==> config.mk <==
export PLATFORM = sky130hd
export DESIGN_NAME = cm0_rst_recv_seq_flat
export DESIGN_NICKNAME = d
export VERILOG_FILES = /design/src/rtl/cm0_rst_recv_seq_if.sv /design/src/rtl/cm0_rst_recv_seq.sv /design/src/flat_wrapper.sv
export SDC_FILE = /design/constraint.sdc
export NUM_CORES = 1
export LEC_CHECK = 0
export CAP_MARGIN = 20
export CORE_AREA = 5 5 42 44
export CTS_BUF_LIST = sky130_fd_sc_hd__clkbuf_8
export DETAILED_ROUTE_END_ITERATION = 8
export DIE_AREA = 0 0 47 49
export SYNTH_ARGS = -nofsm -noshare
export SYNTH_HDL_FRONTEND = slang
export SYNTH_SLANG_ARGS = --single-unit
==> constraint.sdc <==
create_clock -name CLK -period 3.6 [get_ports CLK]
set_input_delay 0.72 -clock CLK [delete_from_list [all_inputs] [get_ports CLK]]
set_output_delay 0.72 -clock CLK [all_outputs]
set_load 0.05 [all_outputs]
==> src/rtl/cm0_rst_recv_seq_if.sv <==
// Reset request handshake between a sender domain and the receive-side sequencer.
// The master is the sender; the slave is cm0_rst_recv_seq.
interface cm0_rst_recv_seq_if;
  logic RSTREQIN;
  logic RSTOUT;
  logic RSTACK;
  logic RSTSYNC;

  modport master (output RSTREQIN, input RSTOUT, RSTACK, RSTSYNC);
  modport slave  (input RSTREQIN, output RSTOUT, RSTACK, RSTSYNC);
endinterface

==> src/rtl/cm0_rst_recv_seq.sv <==
// Receive-side reset sequencer: synchronises RSTREQIN, then drives a glitch-free
// downstream reset with minimum hold, four-phase acknowledge and release delay.
//
// state      | meaning
// -----------+---------------------------------------------------------------
// ST_IDLE    | no reset; RSTOUT=0 RSTACK=0; wait for synchronised request
// ST_ASSERT  | RSTOUT=1; hold for HOLD_CYCLES regardless of request level
// ST_WAITREL | RSTOUT=1 RSTACK=1; wait for sender to drop its request
// ST_RELEASE | RSTOUT=1; RELEASE_CYCLES delay, re-request returns to ST_ASSERT
module cm0_rst_recv_seq #(
  parameter int SYNC_STAGES    = 2,
  parameter int HOLD_CYCLES    = 16,
  parameter int RELEASE_CYCLES = 4
) (
  input logic              CLK,
  input logic              RST,
  cm0_rst_recv_seq_if.slave rif
);

  localparam int CNT_MAX = (HOLD_CYCLES > RELEASE_CYCLES) ? HOLD_CYCLES : RELEASE_CYCLES;
  localparam int CW      = $clog2(CNT_MAX + 1);

  localparam logic [CW-1:0] HOLD_TC = CW'(HOLD_CYCLES - 1);
  localparam logic [CW-1:0] REL_TC  = CW'(RELEASE_CYCLES - 1);
  localparam logic [CW-1:0] CNT_SAT = CW'(CNT_MAX);

  typedef enum logic [1:0] {
    ST_IDLE    = 2'd0,
    ST_ASSERT  = 2'd1,
    ST_WAITREL = 2'd2,
    ST_RELEASE = 2'd3
  } state_t;

  logic [SYNC_STAGES-1:0] sync_q;
  logic                   sreq;
  state_t                 state;
  logic [CW-1:0]          cnt;
  logic                   rstout_q;
  logic                   rstack_q;

  // Plain flop chain, nothing between stages, so metastability has a full cycle per stage.
  always_ff @(posedge CLK) begin
    if (RST) begin
      sync_q <= '0;
    end else begin
      sync_q <= {sync_q[SYNC_STAGES-2:0], rif.RSTREQIN};
    end
  end

  assign sreq = sync_q[SYNC_STAGES-1];

  always_ff @(posedge CLK) begin
    if (RST) begin
      state    <= ST_ASSERT;
      cnt      <= '0;
      rstout_q <= 1'b1;
      rstack_q <= 1'b0;
    end else begin
      if (cnt != CNT_SAT) begin
        cnt <= cnt + 1'b1;
      end
      case (state)
        ST_IDLE: begin
          if (sreq) begin
            state    <= ST_ASSERT;
            cnt      <= '0;
            rstout_q <= 1'b1;
            rstack_q <= 1'b0;
          end
        end
        ST_ASSERT: begin
          if (cnt == HOLD_TC) begin
            state    <= ST_WAITREL;
            cnt      <= '0;
            rstack_q <= 1'b1;
          end
        end
        ST_WAITREL: begin
          if (!sreq) begin
            state    <= ST_RELEASE;
            cnt      <= '0;
            rstack_q <= 1'b0;
          end
        end
        ST_RELEASE: begin
          // A fresh request wins over the release terminal count so RSTOUT never dips.
          if (sreq) begin
            state <= ST_ASSERT;
            cnt   <= '0;
          end else if (cnt == REL_TC) begin
            state    <= ST_IDLE;
            cnt      <= '0;
            rstout_q <= 1'b0;
          end
        end
        default: begin
          state    <= ST_ASSERT;
          cnt      <= '0;
          rstout_q <= 1'b1;
          rstack_q <= 1'b0;
        end
      endcase
    end
  end

  assign rif.RSTOUT  = rstout_q;
  assign rif.RSTACK  = rstack_q;
  assign rif.RSTSYNC = sreq;

endmodule

==> src/flat_wrapper.sv <==
// flat-port wrapper written by rule: the top's interface ports become plain ports
module cm0_rst_recv_seq_flat 
#(
  parameter int SYNC_STAGES    = 2,
  parameter int HOLD_CYCLES    = 16,
  parameter int RELEASE_CYCLES = 4
)
  (CLK, RST, rif_RSTREQIN, rif_RSTOUT, rif_RSTACK, rif_RSTSYNC);
  cm0_rst_recv_seq_if rif_i ();
  input logic CLK;
  input logic RST;
  input wire logic [$bits(rif_i.RSTREQIN)-1:0] rif_RSTREQIN;
  output wire logic [$bits(rif_i.RSTOUT)-1:0] rif_RSTOUT;
  output wire logic [$bits(rif_i.RSTACK)-1:0] rif_RSTACK;
  output wire logic [$bits(rif_i.RSTSYNC)-1:0] rif_RSTSYNC;
  assign rif_i.RSTREQIN = rif_RSTREQIN;
  assign rif_RSTOUT = rif_i.RSTOUT;
  assign rif_RSTACK = rif_i.RSTACK;
  assign rif_RSTSYNC = rif_i.RSTSYNC;
  cm0_rst_recv_seq #(.SYNC_STAGES(SYNC_STAGES), .HOLD_CYCLES(HOLD_CYCLES), .RELEASE_CYCLES(RELEASE_CYCLES)) u_core (.CLK(CLK), .RST(RST), .rif(rif_i));
endmodule
==> results.sh, run 1 <==
export IMPL_status="complete, no violations"
export IMPL_ioPinCount=6
export IMPL_numCtsBuffers=3
export IMPL_finalCriticalPeriod_ns=2.23
export IMPL_fin_crit_sh_pct=62.1
export IMPL_initialDrtViolationCount=3
export IMPL_r2r_cells=6
export IMPL_ant_nets=0
export IMPL_gp_congestion=0.765
export IMPL_regArea_sq_um=220
export IMPL_reg2reg_slack_ns=1.90
export IMPL_synth_area_sq_um=589
export IMPL_finalHoldViolations=0
export IMPL_wl_um=952
export IMPL_yosys_register_bits=11
export IMPL_clock_fmax_mhz=447
export IMPL_cts_buffer_depth=2
export IMPL_p_int_mw=0.322
export IMPL_rows=14
export IMPL_vias=431
export IMPL_cp_required_ns=2.88
export IMPL_final_max_slew_violation_count=0
export IMPL_yosysUniqueCellTypes=22
export IMPL_htree_levels=1
export IMPL_hold_path_class="register to register"
export IMPL_cts_root_buf="clkbuf_8"
export IMPL_r2r_start="u_core.cnt[0]"
export IMPL_synth_edf_count=0
export IMPL_seqPwrFrac_pct=34.7
export IMPL_worst_setup_path_type="register to primary output"
export IMPL_switching_power_mw=0.194
export IMPL_path_buf_inv=1
export IMPL_tightest_slew_ns=0.496
export IMPL_grt_overflow_total=0
export IMPL_min_to="u_core.sync_q[1]"
export IMPL_pwr_density_cell_nw_per_um2=732
export IMPL_die_w_um=47
export IMPL_cpMaxStageDelayCell="clkdlybuf4s50_1"
export IMPL_synth_cells=62
export IMPL_clkTransAtPathRegs_ns=0.05
export IMPL_syn_avg_cell_area_sq_um=9.51
export IMPL_die_h_um=49
export IMPL_tritoncts="yes"
export IMPL_fp_coreArea_sq_um=1400
export IMPL_multi_input_comb_area_sq_um=343
export IMPL_min_path_cells=1
export IMPL_fillerInstances=135
export IMPL_antenna_found_initial=0
export IMPL_track_usage_pct=10.1
export IMPL_area_delta_synth_final_pct=19.5
export IMPL_hpwl_um=742
export IMPL_synth_nets=72
export IMPL_critPathTopFamily="buffers and inverters"
export IMPL_switching_share_pct=37.6
export IMPL_finalSetupViolCount=0
export IMPL_drv_cap=0
export IMPL_start_util_pct=42.1
export IMPL_num_antenna_cells=0
export IMPL_power_frac_clock_pct=23.4
export IMPL_crit_path_end_kind="primary output"
export IMPL_grt_pass1_wl_mm=1.71
export IMPL_final_common_cell="dfxtp_1"
export IMPL_tns_ns=0
export IMPL_clkLatencyLatePin_ns=0.23
export IMPL_worstHoldStart="u_core.sync_q[0]"
export IMPL_grt_pass1_vias=441
export IMPL_crit_arrival_ns=1.51
export IMPL_crit_fanout=7
export IMPL_peakVddDrop_mv=0.331
export IMPL_numPortBuffers=5
export IMPL_clock_skew_final_ns=0.000642
export IMPL_firstDrtPassIters=3
export IMPL_fin_total_pwr_mw=0.516
export IMPL_dieArea_sq_um=2300
export IMPL_p_leak_nw=0.314
export IMPL_layout_drive_gt1_share_pct=7.04
export IMPL_viasPerCell=4.95
export IMPL_post_cts_repair_setup_buffers=0
export IMPL_crit_chain="clkdlybuf4s50_1"
export IMPL_clock_sinks=11
export IMPL_seq_area_frac_synth_pct=37.4
export IMPL_max_slew_margin_pct=66.8
export IMPL_nets=82
export IMPL_r2r_end="u_core.cnt[2]"
export IMPL_startpoint_type="register"
export IMPL_ys_flop_type="dfxtp_1"
export IMPL_final_cell_mix="dfxtp_1 (11), inv_1 (8), nor2_1 (8)"
export IMPL_grt_max_degree=9
export IMPL_rsz0062_at_grt="false"
export IMPL_timing_hold_ws_ns=0.432
export IMPL_yosysWarnings=0
export IMPL_cts_resized=0
export IMPL_async_reset_ff_share_pct=0
export IMPL_cp_slowest_stage_delay_ns=0.85
export IMPL_wl_per_cell_um=10.9
export IMPL_power_frac_comb_pct=41.9
export IMPL_post_route_drc_count=0
export IMPL_hold_buffers=0
==> kinds of logic after synthesis <==
family,share of synthesized area [%]
simple gates,19.5
mux,6.79
compound gates,12.5
fa+ha+maj,14.9
xor+xnor,4.46
flops,37.4
buf+inv,4.46
==> per-stage QoR <==
stage / std cells / utilization (%) / setup slack [ns] / instance area, sq um
3_3_place_gp: 83 / 47.1 / 1.55 / 659
3_5_place_dp: 83 / 47.1 / 1.53 / 659
2_1_floorplan: 62 / - / 1.99 / 589
4_1_cts: 87 / 50.3 / 1.36 / 704
5_1_grt: 87 / 50.3 / 1.34 / 704
6_report: 87 / 50.3 / 1.37 / 704
==> final cells by class <==
type,instances,share of cell area [%]
clock buffers,3,5.86
flip-flops and latches,11,31.3
clock inverters,1,0.533
inverters,7,3.73
repair buffers,5,7.10
well taps,16,2.84
multi-input cells,44,48.7
==> synthesized netlist by cell type, types with 2 or more instances <==
cell type   n  area, sq um
dfxtp_1    11          220
nor2_1      8         30.0
ha_1        7         87.6
inv_1       7         26.3
a21oi_1     4         20.0
mux2i_1     4         40.0
and3_1      2         12.5
nand2_1     2         7.51
nand3_1     2         10.0
nor2b_1     2         12.5
xnor2_1     2         17.5
==> sequential cells by signal (all words and copies together), names as in the netlist <==
signal,cells
u_core.cnt,5
u_core.state,2
u_core.sync_q,2
u_core.rif.RSTACK,1
u_core.rif.RSTOUT,1
==> power groups by stage <==
stage	sequential, mW	clock [mW]	combinational [mW]
global route	0.184	0.130	0.245
global placement	0.180	0	0.215
detailed placement	0.182	0	0.218
finish	0.179	0.121	0.216
floorplan	0.199	0	0.150
CTS	0.180	0.123	0.220
==> routing by layer <==
metal / GRT usage (%) / routed length (um)
met5: 0 / 0
met4: 4.61 / 13
met1: 12.4 / 434
met2: 14.7 / 459
met3: 4.43 / 44
==> worst max-delay path by stage <==
stage	startpoint	endpoint	cells after the start
after floorplan	u_core.sync_q[1]	u_core.state[0]	4
after global placement	RST	u_core.state[0]	5
after detailed placement	RST	u_core.state[0]	5
after CTS	u_core.sync_q[1]	rif_RSTSYNC	1
after global routing	u_core.sync_q[1]	rif_RSTSYNC	1
final	u_core.sync_q[1]	rif_RSTSYNC	1
Power figures use the tool's default switching activity.
==> run 2, diff against run 1 <==
Settings changed: PLACE_DENSITY from default to 0.67.
Clock period 3.6 ns to 2.05 ns, I/O delays scaled along.
==> results.sh, run 2 (same netlist as run 1, synthesis figures left out) <==
export IMPL_pwr_density_cell_nw_per_um2=1280
export IMPL_viasPerCell=4.94
export IMPL_switching_power_mw=0.343
export IMPL_hold_buffers=0
export IMPL_cts_resized=0
export IMPL_critPathTopFamily="buffers and inverters"
export IMPL_htree_levels=1
export IMPL_ioPinCount=6
export IMPL_final_common_cell="dfxtp_1"
export IMPL_path_buf_inv=1
export IMPL_clock_fmax_mhz=514
export IMPL_wl_um=991
export IMPL_firstDrtPassIters=4
export IMPL_crit_fanout=7
export IMPL_tritoncts="yes"
export IMPL_die_h_um=49
export IMPL_fin_cells=88
export IMPL_area_delta_synth_final_pct=20.8
export IMPL_clock_skew_final_ns=0.00595
export IMPL_die_w_um=47
export IMPL_initialDrtViolationCount=5
export IMPL_nets=83
export IMPL_layout_drive_gt1_share_pct=8.33
export IMPL_finalHoldViolations=0
export IMPL_numCtsBuffers=3
export IMPL_grt_max_degree=8
export IMPL_cts_root_buf="clkbuf_8"
export IMPL_num_antenna_cells=0
export IMPL_fillerInstances=141
export IMPL_peakVddDrop_mv=0.583
export IMPL_drv_cap=0
export IMPL_power_frac_comb_pct=41.5
export IMPL_reg2reg_slack_ns=0.34
export IMPL_crit_path_end_kind="primary output"
export IMPL_regMostFlops="u_core.cnt"
export IMPL_hold_path_class="register to register"
export IMPL_clkLatencyLatePin_ns=0.24
export IMPL_power_frac_clock_pct=23.8
export IMPL_fin_total_pwr_mw=0.909
export IMPL_finalCriticalPeriod_ns=1.94
export IMPL_grt_pass1_wl_mm=1.86
export IMPL_grt_pass1_vias=441
export IMPL_worst_setup_path_type="register to primary output"
export IMPL_dieArea_sq_um=2300
export IMPL_tns_ns=0
export IMPL_cp_required_ns=1.64
export IMPL_status="complete, no violations"
export IMPL_seqPwrFrac_pct=34.8
export IMPL_regArea_sq_um=220
export IMPL_largest_registers="u_core.cnt x5, u_core.state x2, u_core.sync_q x2"
export IMPL_crit_chain="clkdlybuf4s50_1"
export IMPL_antenna_found_initial=0
export IMPL_post_cts_repair_setup_buffers=0
export IMPL_track_usage_pct=11.2
export IMPL_postLayoutSetupSlackWorst_ns=0.106
export IMPL_switching_share_pct=37.7
export IMPL_max_slew_margin_pct=67.0
export IMPL_gp_congestion=0.786
export IMPL_fin_crit_sh_pct=94.8
export IMPL_p_int_mw=0.566
export IMPL_vias=435
export IMPL_numPortBuffers=5
export IMPL_cpMaxStageDelayCell="clkdlybuf4s50_1"
export IMPL_hpwl_um=779
export IMPL_wl_per_cell_um=11.3
export IMPL_start_util_pct=42.1
export IMPL_tightest_slew_ns=0.493
export IMPL_rsz0062_at_grt="false"
export IMPL_grt_overflow_total=0
export IMPL_crit_arrival_ns=1.53
export IMPL_placed_cells=84
export IMPL_final_max_slew_violation_count=0
export IMPL_post_route_drc_count=0
export IMPL_multi_input_comb_area_sq_um=343
export IMPL_rows=14
export IMPL_cts_buffer_depth=2
export IMPL_pre_cts_slack_ns=0.363
export IMPL_clock_sinks=11
export IMPL_ant_nets=0
export IMPL_fp_coreArea_sq_um=1400
export IMPL_finalSetupViolCount=0
export IMPL_startpoint_type="register"
export IMPL_p_leak_nw=0.318
export IMPL_cp_slowest_stage_delay_ns=0.85
export IMPL_clkTransAtPathRegs_ns=0.05
export IMPL_timing_hold_ws_ns=0.448
export IMPL_largest_reg_flops=5
export IMPL_final_cell_mix="dfxtp_1 (11), inv_1 (8), nor2_1 (8)"
==> run 2: cell count changes in the layout (fill, tap and decap cells not counted), sizes merged <==
cell,delta
buf,+1
==> run 2: cell type report <==
type,instances,area share [%]
inverters,7,3.69
clock buffers,3,5.80
well taps,16,2.81
multi-input cells,44,48.2
clock inverters,1,0.527
repair buffers,6,8.08
flip-flops and latches,11,30.9
==> run 2: power groups by stage <==
stage / clock network (mW) / registers (mW) / logic, mW
floorplan: 0 / 0.350 / 0.264
global placement: 0 / 0.317 / 0.370
detailed placement: 0 / 0.321 / 0.379
CTS: 0.222 / 0.316 / 0.381
global route: 0.241 / 0.324 / 0.423
finish: 0.216 / 0.316 / 0.377
==> run 2: final timing paths <==
path	startpoint	end	depth (start not counted)
worst min register to register	u_core.sync_q[0]	u_core.sync_q[1]	1
worst min-delay path	u_core.sync_q[0]	u_core.sync_q[1]	1
worst max register to register	u_core.cnt[1]	u_core.cnt[2]	6
worst max-delay path	u_core.sync_q[1]	rif_RSTSYNC	1
==> run 2: routing by layer <==
layer	wire, um	track usage [%]
met1	485	14.0
met2	434	15.4
met3	40	4.43
met4	30	6.91
met5	0	0
==> run 2: metrics by stage <==
stage | util, % | cell area [sq um]
after floorplan | - | 589
after global placement | 47.6 | 667
after detailed placement | 47.6 | 667
after CTS | 50.8 | 712
after global routing | 50.8 | 712
final | 50.8 | 712
